<file path="config.mk">
export PLATFORM = sky130hd
export DESIGN_NAME = apb_to_obi
export DESIGN_NICKNAME = d
export VERILOG_FILES = /design/src/rtl/apb_to_obi.sv
export SDC_FILE = /design/constraint.sdc
export NUM_CORES = 1
export LEC_CHECK = 0
export CAP_MARGIN = 20
export CORE_ASPECT_RATIO = 1.75
export CORE_MARGIN = 1
export CORE_UTILIZATION = 37
export CTS_BUF_LIST = sky130_fd_sc_hd__clkbuf_8
export DETAILED_ROUTE_END_ITERATION = 12
export GPL_TIMING_DRIVEN = 0
export PLACE_DENSITY = 0.81
export REMOVE_ABC_BUFFERS = 1
export SYNTH_ARGS = -nofsm -noshare
export SYNTH_HDL_FRONTEND = slang
export SYNTH_SLANG_ARGS = --single-unit
</file>
<file path="constraint.sdc">
create_clock -name clk_i -period 3.2 [get_ports clk_i]
set_input_delay 0.48 -clock clk_i [delete_from_list [all_inputs] [get_ports clk_i]]
set_output_delay 0.48 -clock clk_i [all_outputs]
set_load 0.03 [all_outputs]
</file>
<file path="src/rtl/apb_to_obi.sv">
// Purpose: APB completer to OBI manager bridge; each APB transfer becomes exactly one OBI req/rsp.
// Latency: setup + 3 access cycles minimum; each gnt or rvalid delay cycle adds one APB wait state.
// Backpressure: pready_o held low until the OBI response is registered; one OBI transaction outstanding.
//
// Ports:
//   clk_i, rst_i (async, active-high)
//   APB completer: psel_i, penable_i, pwrite_i, paddr_i, pwdata_i, pstrb_i, pprot_i (ignored),
//                  prdata_o, pready_o, pslverr_o
//   OBI manager:   obi_req_o, obi_gnt_i, obi_addr_o, obi_we_o, obi_be_o, obi_wdata_o,
//                  obi_rvalid_i, obi_rdata_i, obi_err_i
// Option: define APB_TO_OBI_TIMEOUT_EN to add a response timeout (TIMEOUT_CYCLES) and a DRAIN
// state that swallows the late response; without it RSP waits indefinitely.

module apb_to_obi #(
  parameter int ADDR_WIDTH     = 32,
  parameter int DATA_WIDTH     = 32,
  parameter int TIMEOUT_CYCLES = 256
) (
  input  logic                    clk_i,
  input  logic                    rst_i,
  input  logic                    psel_i,
  input  logic                    penable_i,
  input  logic                    pwrite_i,
  input  logic [ADDR_WIDTH-1:0]   paddr_i,
  input  logic [DATA_WIDTH-1:0]   pwdata_i,
  input  logic [DATA_WIDTH/8-1:0] pstrb_i,
  input  logic [2:0]              pprot_i,
  output logic [DATA_WIDTH-1:0]   prdata_o,
  output logic                    pready_o,
  output logic                    pslverr_o,
  output logic                    obi_req_o,
  input  logic                    obi_gnt_i,
  output logic [ADDR_WIDTH-1:0]   obi_addr_o,
  output logic                    obi_we_o,
  output logic [DATA_WIDTH/8-1:0] obi_be_o,
  output logic [DATA_WIDTH-1:0]   obi_wdata_o,
  input  logic                    obi_rvalid_i,
  input  logic [DATA_WIDTH-1:0]   obi_rdata_i,
  input  logic                    obi_err_i
);

  localparam int BE_WIDTH = DATA_WIDTH / 8;

  typedef enum logic [2:0] {
    S_IDLE,
    S_REQ,
    S_RSP,
    S_DONE
`ifdef APB_TO_OBI_TIMEOUT_EN
    , S_DRAIN
`endif
  } state_e;

  state_e                state_q, state_d;
  logic                  req_q, req_d;
  logic [ADDR_WIDTH-1:0] addr_q, addr_d;
  logic                  we_q, we_d;
  logic [BE_WIDTH-1:0]   be_q, be_d;
  logic [DATA_WIDTH-1:0] wdata_q, wdata_d;
  logic [DATA_WIDTH-1:0] prdata_q, prdata_d;
  logic                  pready_q, pready_d;
  logic                  pslverr_q, pslverr_d;

`ifdef APB_TO_OBI_TIMEOUT_EN
  localparam int CNT_W = $clog2(TIMEOUT_CYCLES + 1);
  // Compare against LIMIT-1 so the timeout fires after exactly TIMEOUT_CYCLES RSP cycles.
  localparam logic [CNT_W-1:0] CNT_LAST = CNT_W'(TIMEOUT_CYCLES - 1);

  logic [CNT_W-1:0] cnt_q, cnt_d;
  logic             to_q, to_d;   // current DONE was produced by a timeout
`endif

  // Protection attributes carry no meaning for the OBI side.
  logic unused_ok;
  assign unused_ok = (^pprot_i) ^ (TIMEOUT_CYCLES == 0);

  always_comb begin
    state_d   = state_q;
    req_d     = req_q;
    addr_d    = addr_q;
    we_d      = we_q;
    be_d      = be_q;
    wdata_d   = wdata_q;
    prdata_d  = prdata_q;
    pready_d  = 1'b0;
    pslverr_d = pslverr_q;
`ifdef APB_TO_OBI_TIMEOUT_EN
    cnt_d     = cnt_q;
    to_d      = to_q;
`endif

    case (state_q)
      S_IDLE: begin
        // Capture on the APB setup phase so the request goes out during the first access cycle.
        if (psel_i && !penable_i) begin
          addr_d  = paddr_i;
          we_d    = pwrite_i;
          wdata_d = pwdata_i;
          be_d    = pwrite_i ? pstrb_i : {BE_WIDTH{1'b1}};
          req_d   = 1'b1;
          state_d = S_REQ;
        end
      end

      S_REQ: begin
        // Request is held until granted; psel_i dropping here does not abort the transaction.
        if (obi_gnt_i) begin
          req_d   = 1'b0;
          state_d = S_RSP;
`ifdef APB_TO_OBI_TIMEOUT_EN
          cnt_d   = '0;
`endif
        end
      end

      S_RSP: begin
        if (obi_rvalid_i) begin
          if (!we_q) begin
            prdata_d = obi_rdata_i;
          end
          pslverr_d = obi_err_i;
          pready_d  = 1'b1;
          state_d   = S_DONE;
        end
`ifdef APB_TO_OBI_TIMEOUT_EN
        else if (cnt_q == CNT_LAST) begin
          cnt_d     = cnt_q + CNT_W'(1);
          prdata_d  = '0;
          pslverr_d = 1'b1;
          pready_d  = 1'b1;
          to_d      = 1'b1;
          state_d   = S_DONE;
        end else begin
          cnt_d = cnt_q + CNT_W'(1);
        end
`endif
      end

      S_DONE: begin
        pslverr_d = 1'b0;
        state_d   = S_IDLE;
`ifdef APB_TO_OBI_TIMEOUT_EN
        // After a timeout the response is still owed; a response landing in this very cycle
        // is the late one, so it is consumed here instead of leaving DRAIN waiting forever.
        if (to_q) begin
          to_d    = 1'b0;
          state_d = obi_rvalid_i ? S_IDLE : S_DRAIN;
        end
`endif
      end

`ifdef APB_TO_OBI_TIMEOUT_EN
      S_DRAIN: begin
        // Late response is discarded; APB setup phases are ignored until it arrives.
        if (obi_rvalid_i) begin
          state_d = S_IDLE;
        end
      end
`endif

      default: begin
        state_d = S_IDLE;
        req_d   = 1'b0;
      end
    endcase
  end

  always_ff @(posedge clk_i or posedge rst_i) begin
    if (rst_i) begin
      state_q   <= S_IDLE;
      req_q     <= 1'b0;
      addr_q    <= '0;
      we_q      <= 1'b0;
      be_q      <= '0;
      wdata_q   <= '0;
      prdata_q  <= '0;
      pready_q  <= 1'b0;
      pslverr_q <= 1'b0;
    end else begin
      state_q   <= state_d;
      req_q     <= req_d;
      addr_q    <= addr_d;
      we_q      <= we_d;
      be_q      <= be_d;
      wdata_q   <= wdata_d;
      prdata_q  <= prdata_d;
      pready_q  <= pready_d;
      pslverr_q <= pslverr_d;
    end
  end

`ifdef APB_TO_OBI_TIMEOUT_EN
  always_ff @(posedge clk_i or posedge rst_i) begin
    if (rst_i) begin
      cnt_q <= '0;
      to_q  <= 1'b0;
    end else begin
      cnt_q <= cnt_d;
      to_q  <= to_d;
    end
  end
`endif

  assign obi_req_o   = req_q;
  assign obi_addr_o  = addr_q;
  assign obi_we_o    = we_q;
  assign obi_be_o    = be_q;
  assign obi_wdata_o = wdata_q;
  assign prdata_o    = prdata_q;
  assign pready_o    = pready_q;
  assign pslverr_o   = pslverr_q;

endmodule
</file>
======== Word-level counts from Yosys, hierarchy flattened ========
Index checks and enable logic that the tools add are counted.
word-level totals
  bits in registers ....................... 107
  input port bits ......................... 111
  logic and storage cells ................. 39
operators by class
  equality and inequality tests ........... 6
  muxes and demuxes ....................... 12
  bitwise operators ....................... 2
  reductions and logical operators ........ 10
operators with widths
  operator                                                          count
  3-bit two-way mux                                                 3
  3-bit case mux with 3 select lines                                1
  3-bit AND reduction                                               3
  3-bit by 2-bit == test with 1-bit output (second input constant)  2
  2-bit inequality test (second input constant)                     3
  1-bit two-way mux                                                 5
  4-bit two-way mux                                                 1
  2-bit AND reduction                                               2
  3-bit by 1-bit == test with 1-bit output (second input constant)  1
  3-bit zero test                                                   1
  1-bit case mux with 3 select lines                                1
  1-bit inverter                                                    2
  1-bit case mux with 2 select lines                                1
  2-bit nonzero test                                                1
  2-bit OR reduction                                                1
  1-bit logical AND                                                 1
  1-bit zero test                                                   1

======== Longest topological paths before layout ========
Gate-level depths: netlist of run 1.
  word-level depth ........................ 4
  mapped depth ............................ 7

======== Least setup slack after synthesis of run 1 ========
No wires, ideal clock.
  path type ............................... reg2reg
  from .................................... register state_q[0]
  to ...................................... register prdata_q[0], in the netlist prdata_o[0]
  setup time .............................. 0.125 ns
  data arrival time ....................... 1.488 ns
  setup slack ............................. 1.587 ns
  cell stages (with the launch flop) ...... 8
  path buffers ............................ 2
  clock period less this slack ............ 1.613 ns
  cell sequence ........................... dfrtp_1 -> inv_1 -> ha_1 -> and2_4 -> nand2b_4 -> buf_6 -> buf_12 -> mux2_4
on the way
  word-level cells in the longest chain between the ends .. 2
RTL lines
  element                                   line  RTL
  start, declared                           54    state_e state_q, state_d;
  start signal, assigned                    180   state_q <= state_d;
  3-bit by 2-bit == test with 1-bit output  92    case (state_q)
  3-bit AND reduction (no line)             -
  end signal, assigned                      186   prdata_q <= prdata_d;
  end, declared                             60    logic [DATA_WIDTH-1:0] prdata_q, prdata_d;
No other way between the ends.
A chain may end at the register's enable or synchronous reset.

======== Worst setup path in the final report of run 1 ========
  from .................................... register state_q[0]
  to ...................................... register addr_q[11], in the netlist obi_addr_o[11]
on the way
  word-level cells in the longest chain between the ends .. 2
RTL lines
  element                        line  RTL
  3-bit zero test                92
  2-bit AND reduction (no line)  -
  end signal, assigned           182   addr_q <= addr_d;
  end, declared                  56    logic [ADDR_WIDTH-1:0] addr_q, addr_d;
No other way between the ends.

==> Flow_metrics.wiki, run 1 <==
{| class="wikitable"
! Metric !! Value
|-
| Crit end category || register
|-
| Horizontal extent of the die || 82.7 um
|-
| Total GRT Usage || 0.175
|-
| Final period util || 0.734
|-
| Worst reg2reg endpoint || obi_addr_o[11]
|-
| Total number of nets in the final design || 579
|-
| Class of the most critical hold timing path || reg -> reg
|-
| Final worst hold slack || 0.496 ns
|-
| Multi-input logic area || 1430 um2
|-
| Critical Setup Path Class || reg -> reg
|-
| Max Slew Vio Count || 0
|-
| Worst min-delay path startpoint || obi_be_o[2]
|-
| Cell at the root of the clock tree || sky130_fd_sc_hd__clkbuf_8
|-
| Antenna violations before repair || 0
|-
| Setup skew after layout || 0.0179 ns
|-
| Inserted Diodes || 0
|-
| Max-cap violations || 0
|-
| Final GP Congestion || 0.764
|-
| Syn Std Cell Area || 4210 um2
|-
| Crit path arrival time || 2.59 ns
|-
| Pwr per Cell Area || 1100 nW/um2
|-
| Setup repair bufs after CTS || 0
|-
| Port buffer count || 211
|-
| Worst vdd rail ir drop || 0.575 mV
|-
| Vias after detailed routing || 2828
|-
| Count of placed standard cells including taps || 585
|-
| Synthesis Warnings || 0
|-
| Leakage power || 0.00295 uW
|-
| Via count of the first global-routing pass || 3043
|-
| Minimum setup slack among reg-to-reg paths || 0.85 ns
|-
| Outcome || complete, no violations
|-
| Number of nets with antenna violations after routing || 0
|-
| Relative slew slack || 0.570
|-
| I/O pin count || 215
|-
| Floorplan die area || 11800 um2
|-
| Overflow left after global routing || 0
|-
| Longest Clk Path Bufs || 2
|-
| Worst r2r path cells || 7
|-
| Synthesized netlist cell count || 249
|-
| Total Wirelength || 10100 um
|-
| Final count of hold timing violations || 0
|-
| Count of cells along the worst hold path || 2
|-
| Detailed-routing iteration count for the pre-antenna-repair pass || 3
|-
| Core Box Area || 11100 um2
|-
| Slew at the pin closest to its max-slew limit || 0.643 ns
|-
| HPWL Detailed || 7690 um
|-
| Clock tree from TritonCTS || done
|-
| Maximum clock frequency || 426 MHz
|-
| Biggest fanout along the worst timing path || 20
|-
| First-pass GRT wire length || 15300 um
|-
| Ratio of cells with drive above 1 in the final layout || 0.260
|-
| Number of core rows || 51
|-
| Distinct cell type count after synthesis || 20
|-
| Worst reg2reg startpoint || state_q[0]
|-
| Clock period minus worst slack || 2.35 ns
|-
| Count of final setup violators || 0
|-
| Quantity of hold-fixing buffers added after cts || 0
|-
| Area growth from synthesis to final layout || 59.1%
|-
| Post-synthesis sequential element count || 106
|-
| Clock-pin slew reported for the worst setup and hold paths after clock tree synthesis || 0.11 ns
|-
| Iteration-0 DRC Markers || 79
|-
| H-tree lvl count || 3
|-
| Final instance count without filler cells || 601
|-
| Largest net degree at the start of global routing || 61
|-
| Required time reported for the critical path endpoint || 3.44 ns
|-
| Die height || 143 um
|-
| Setup repair after global routing missed its margin || no
|-
| Cts repair resizes || 0
|-
| Startpoint type of the worst setup path || register
|-
| WL/cell || 16.8 um
|-
| Clock insertion delay at the later pin of the skew report || 0.37 ns
|-
| Terminating pin of the worst hold path || obi_be_o[2]
|-
| Sequential Area || 2650 um2
|-
| Post-synthesis sequential area ratio || 0.630
|-
| DRC violations left || 0
|-
| Number of fillers in the final layout || 894
|-
| Via count normalized by instance count || 4.71
|-
| Effective utilization at floorplan || 0.379
|-
| Post-Syn Area per Cell || 16.9 um2
|-
| Number of clock sinks || 106
|-
| Clock buffers created by TritonCTS || 9
|}
## synthesized netlist by cell type
cell type	number	area, um2
sky130_fd_sc_hd__inv_1	4	15.0
sky130_fd_sc_hd__buf_2	8	40.0
sky130_fd_sc_hd__and2_4	1	8.76
sky130_fd_sc_hd__o21ai_0	4	20.0
sky130_fd_sc_hd__mux2_4	30	450
sky130_fd_sc_hd__o41ai_1	2	17.5
sky130_fd_sc_hd__nor2b_1	6	37.5
sky130_fd_sc_hd__nor2_1	1	3.75
sky130_fd_sc_hd__a22o_1	2	17.5
sky130_fd_sc_hd__mux2_2	68	766
sky130_fd_sc_hd__a221oi_1	1	8.76
sky130_fd_sc_hd__buf_12	3	60.1
sky130_fd_sc_hd__nand2b_1	1	6.26
sky130_fd_sc_hd__nand2b_4	1	13.8
sky130_fd_sc_hd__ha_1	4	50.1
sky130_fd_sc_hd__dfrtp_1	106	2650
sky130_fd_sc_hd__nand3b_1	1	7.51
sky130_fd_sc_hd__nand2_1	4	15.0
sky130_fd_sc_hd__o32a_1	1	10.0
sky130_fd_sc_hd__buf_6	1	11.3
## cells in the final DEF, fill, tap and decap left out, drive strengths merged, types with 4 or more instances in the layout
cell type / instances
dfrtp: 106
clkbuf: 10
buf: 5
nor2b: 6
inv: 6
o21ai: 4
nand2: 4
ha: 4
mux2: 98
clkdlybuf4s50: 211
## cells by family after synthesis
kind of cell	share of synthesized area
DFF	0.630
and+or+nand+nor	0.0220
AOI/OAI and AO/OA	0.0175
buffers and inverters	0.0300
muxes	0.289
adders and majority gates	0.0119
## area by class of cell
class / instances / area share
clock buffer: 10 / 0.0205
timing repair buffer: 216 / 0.328
sequential: 106 / 0.396
tap: 132 / 0.0246
multi-input combinational: 127 / 0.214
clock inverter: 6 / 0.0142
inverter: 4 / 0.00261
## state kept, by name, indices dropped and copies added (netlist names)
| name | flops |
|---|---|
| obi_wdata_o | 32 |
| state_q | 2 |
| obi_req_o | 1 |
| pslverr_o | 1 |
| obi_addr_o | 32 |
| pready_o | 1 |
| obi_be_o | 4 |
| obi_we_o | 1 |
| prdata_o | 32 |
## critical path: stages (launching register included)
cell and delay, ns:
sky130_fd_sc_hd__dfrtp_1 0.42, sky130_fd_sc_hd__inv_1 0.08, sky130_fd_sc_hd__ha_1 0.25, sky130_fd_sc_hd__nand3b_1 0.48, sky130_fd_sc_hd__buf_8 0.23, sky130_fd_sc_hd__buf_8 0.19
sky130_fd_sc_hd__buf_8 0.20, sky130_fd_sc_hd__mux2_2 0.35
## how the worst max path moves through the flow
stage,from,to,depth (start not counted),slack [ns]
after global placement,rst_i,prdata_o[29],2,-1.49
final,state_q[0],obi_addr_o[11],7,0.85
after floorplan,rst_i,obi_addr_o[0],1,-0.07
after global routing,state_q[0],obi_addr_o[11],7,0.68
after detailed placement,penable_i,obi_wdata_o[17],6,0.61
after CTS,state_q[0],obi_addr_o[11],7,0.82
## power breakdown
group	leakage [uW]	internal [uW]	switching [uW]
Clock	0.000117	471	464
Sequential	0.00127	2010	358
Combinational	0.00156	1990	2070
## per-layer routing
layer / routed length (um) / vias to the layer above / global-route usage
li1: - / 1295 / -
met4: 272 / 0 / 0.0889
met2: 5650 / 108 / 0.311
met3: 479 / 18 / 0.0275
met1: 3670 / 1407 / 0.195
met5: 0 / - / 0
## per-stage QoR
stage	area [um2]	setup TNS (ns)	util	power, uW	worst slack (ns)
final	6700	0	0.603	7360	0.852
after global placement	6380	-240.79	0.574	6390	-1.49
after global routing	6700	0	0.603	7730	0.683
after CTS	6700	0	0.603	7440	0.823
after detailed placement	6470	0	0.582	6490	0.613
after floorplan	4100	-8.04	-	4730	-0.0689
(Power assumes the default switching activity.)
==> run 2: changes to the inputs <==
- CORE_UTILIZATION: 37 -> 41
- PLACE_DENSITY: 0.81 -> 0.85
- clock period: 3.2 -> 2.2 ns (I/O delays scaled with it)
==> Flow_metrics.wiki, run 2 (synthesis gave the netlist of run 1 again) <==
{| class="wikitable"
! Metric !! Value
|-
| Largest net degree at the start of global routing || 55
|-
| Setup skew after layout || 0.0168 ns
|-
| Relative contribution of sequential cells to total power || 0.323
|-
| Ratio of cells with drive above 1 in the final layout || 0.258
|-
| Number of nets with antenna violations after routing || 0
|-
| WL/cell || 18.0 um
|-
| Worst path cell trace || inv_1 -> ha_1 -> and2_4 -> nand2b_4 -> mux2_2
|-
| Critical Setup Path Class || reg -> reg
|-
| Area after detailed placement || 6460 um2
|-
| Clock buffers created by TritonCTS || 9
|-
| Port buffer count || 211
|-
| Core Box Area || 9910 um2
|-
| Number of clock sinks || 106
|-
| Crit path max-delay cell type || sky130_fd_sc_hd__nand2b_4
|-
| Longest Clk Path Bufs || 2
|-
| Clock-pin slew reported for the worst setup and hold paths after clock tree synthesis || 0.10 ns
|-
| Switching power of the nets || 4240 uW
|-
| Maximum clock frequency || 512 MHz
|-
| Relative slew slack || 0.544
|-
| Post-route worst setup slack || 0.248 ns
|-
| Die height || 136 um
|-
| Required time reported for the critical path endpoint || 2.45 ns
|-
| Worst reg2reg startpoint || state_q[0]
|-
| Total GRT Usage || 0.208
|-
| Clock tree from TritonCTS || done
|-
| Floorplan die area || 10700 um2
|-
| DRC violations left || 0
|-
| Inserted Diodes || 0
|-
| Worst setup slack before clock tree synthesis || -0.431 ns
|-
| Overflow left after global routing || 0
|-
| Final instance count without filler cells || 597
|-
| Pwr per Cell Area || 1600 nW/um2
|-
| Final period util || 0.887
|-
| Number of core rows || 48
|-
| Horizontal extent of the die || 78.6 um
|-
| Total Wirelength || 10700 um
|-
| HPWL Detailed || 8070 um
|-
| Via count normalized by instance count || 4.82
|-
| Worst vdd rail ir drop || 0.860 mV
|-
| Area growth from synthesis to final layout || 59.2%
|-
| Via count of the first global-routing pass || 3207
|-
| CP max stage delay || 0.44 ns
|-
| Class of the most critical hold timing path || in -> async
|-
| Layout Utilization || 0.677
|-
| Effective utilization at floorplan || 0.425
|-
| Total number of nets in the final design || 582
|-
| Most frequent cells in the layout || sky130_fd_sc_hd__clkdlybuf4s50_1, sky130_fd_sc_hd__dfrtp_1, sky130_fd_sc_hd__mux2_2
|-
| Slew at the pin closest to its max-slew limit || 0.684 ns
|-
| Crit end category || register
|-
| Clock insertion delay at the later pin of the skew report || 0.37 ns
|-
| I/O pin count || 215
|-
| Combinational share of power || 0.556
|-
| Minimum setup slack among reg-to-reg paths || 0.25 ns
|-
| Count of final setup violators || 0
|-
| Clock period minus worst slack || 1.95 ns
|-
| Startpoint type of the worst setup path || register
|-
| Antenna violations before repair || 0
|-
| Number of buffer and inverter instances along the worst setup path || 1
|-
| Setup repair after global routing missed its margin || no
|-
| Vias after detailed routing || 2878
|-
| Final count of hold timing violations || 0
|-
| Count of placed standard cells including taps || 577
|-
| Biggest fanout along the worst timing path || 32
|-
| Switching power as a share of total power || 0.395
|-
| H-tree lvl count || 3
|-
| First-pass GRT wire length || 16400 um
|-
| Internal power component || 6500 uW
|-
| Total negative setup slack || 0 ns
|-
| Cell family contributing the most delay on the critical path || simple AND/OR/NAND/NOR gates
|-
| Cell at the root of the clock tree || sky130_fd_sc_hd__clkbuf_8
|-
| Iteration-0 DRC Markers || 86
|-
| Worst reg2reg endpoint || prdata_o[19]
|-
| Crit path arrival time || 2.20 ns
|-
| Detailed-routing iteration count for the pre-antenna-repair pass || 4
|-
| Final standard cell area without fillers || 6710 um2
|-
| Cts repair resizes || 0
|-
| Final GP Congestion || 0.818
|-
| Most common cell after layout, fill and taps aside || sky130_fd_sc_hd__clkdlybuf4s50_1
|-
| Clock Power Share || 0.122
|-
| Worst r2r path cells || 5
|-
| Outcome || complete, no violations
|-
| Leakage power || 0.00295 uW
|-
| Max-cap violations || 0
|-
| Max Slew Vio Count || 0
|}
[run 2: cell type report]
| type | count | area, um2 |
|---|---|---|
| tap | 125 | 156 |
| clock buffer | 10 | 138 |
| fill | 734 | 3200 |
| sequential | 106 | 2650 |
| timing repair buffer | 218 | 2220 |
| inverter | 4 | 17.5 |
| clock inverter | 6 | 82.6 |
| multi-input combinational | 128 | 1440 |
[run 2: timing repair]
item | CTS | global route
endpoints found under the setup margin | 70 | 0
hold buffers | 0 | 0
setup buffers | 3 | 0
[run 2: worst reg2reg max path: stages (launching register included)]
cell                       delay (ns)
sky130_fd_sc_hd__dfrtp_1         0.41
sky130_fd_sc_hd__inv_1           0.08
sky130_fd_sc_hd__ha_1            0.29
sky130_fd_sc_hd__and2_4          0.19
sky130_fd_sc_hd__nand2b_4        0.45
sky130_fd_sc_hd__mux2_2          0.43
[run 2: how the worst max path moves through the flow]
stage	cells after the start	from	slack (ns)	endpoint
after floorplan	4	state_q[0]	-1.04	obi_req_o
after global placement	2	rst_i	-2.28	obi_addr_o[15]
after detailed placement	5	penable_i	-0.43	obi_addr_o[3]
after CTS	5	state_q[0]	0.22	prdata_o[19]
after global routing	5	state_q[0]	0.08	prdata_o[19]
final	5	state_q[0]	0.25	prdata_o[19]
[run 2: layer usage]
metal / wire, um / track usage
met5: 0 / 0
met4: 634 / 0.152
met3: 565 / 0.0503
met2: 5910 / 0.365
met1: 3610 / 0.211
[run 2: through the flow]
stage	power [uW]	hold WS, ns
final	10700	0.406
after global routing	11200	0.461
after CTS	10800	0.423
after detailed placement	9490	0.470
after global placement	9290	0.466
after floorplan	6880	0.479
[run 2: power by group through the flow]
stage	Combinational (uW)	Sequential (uW)	Clock, uW
finish	5970	3460	1310
global route	6210	3580	1420
CTS	6030	3470	1340
detailed placement	5990	3500	0
global placement	5870	3420	0
floorplan	1500	5380	0
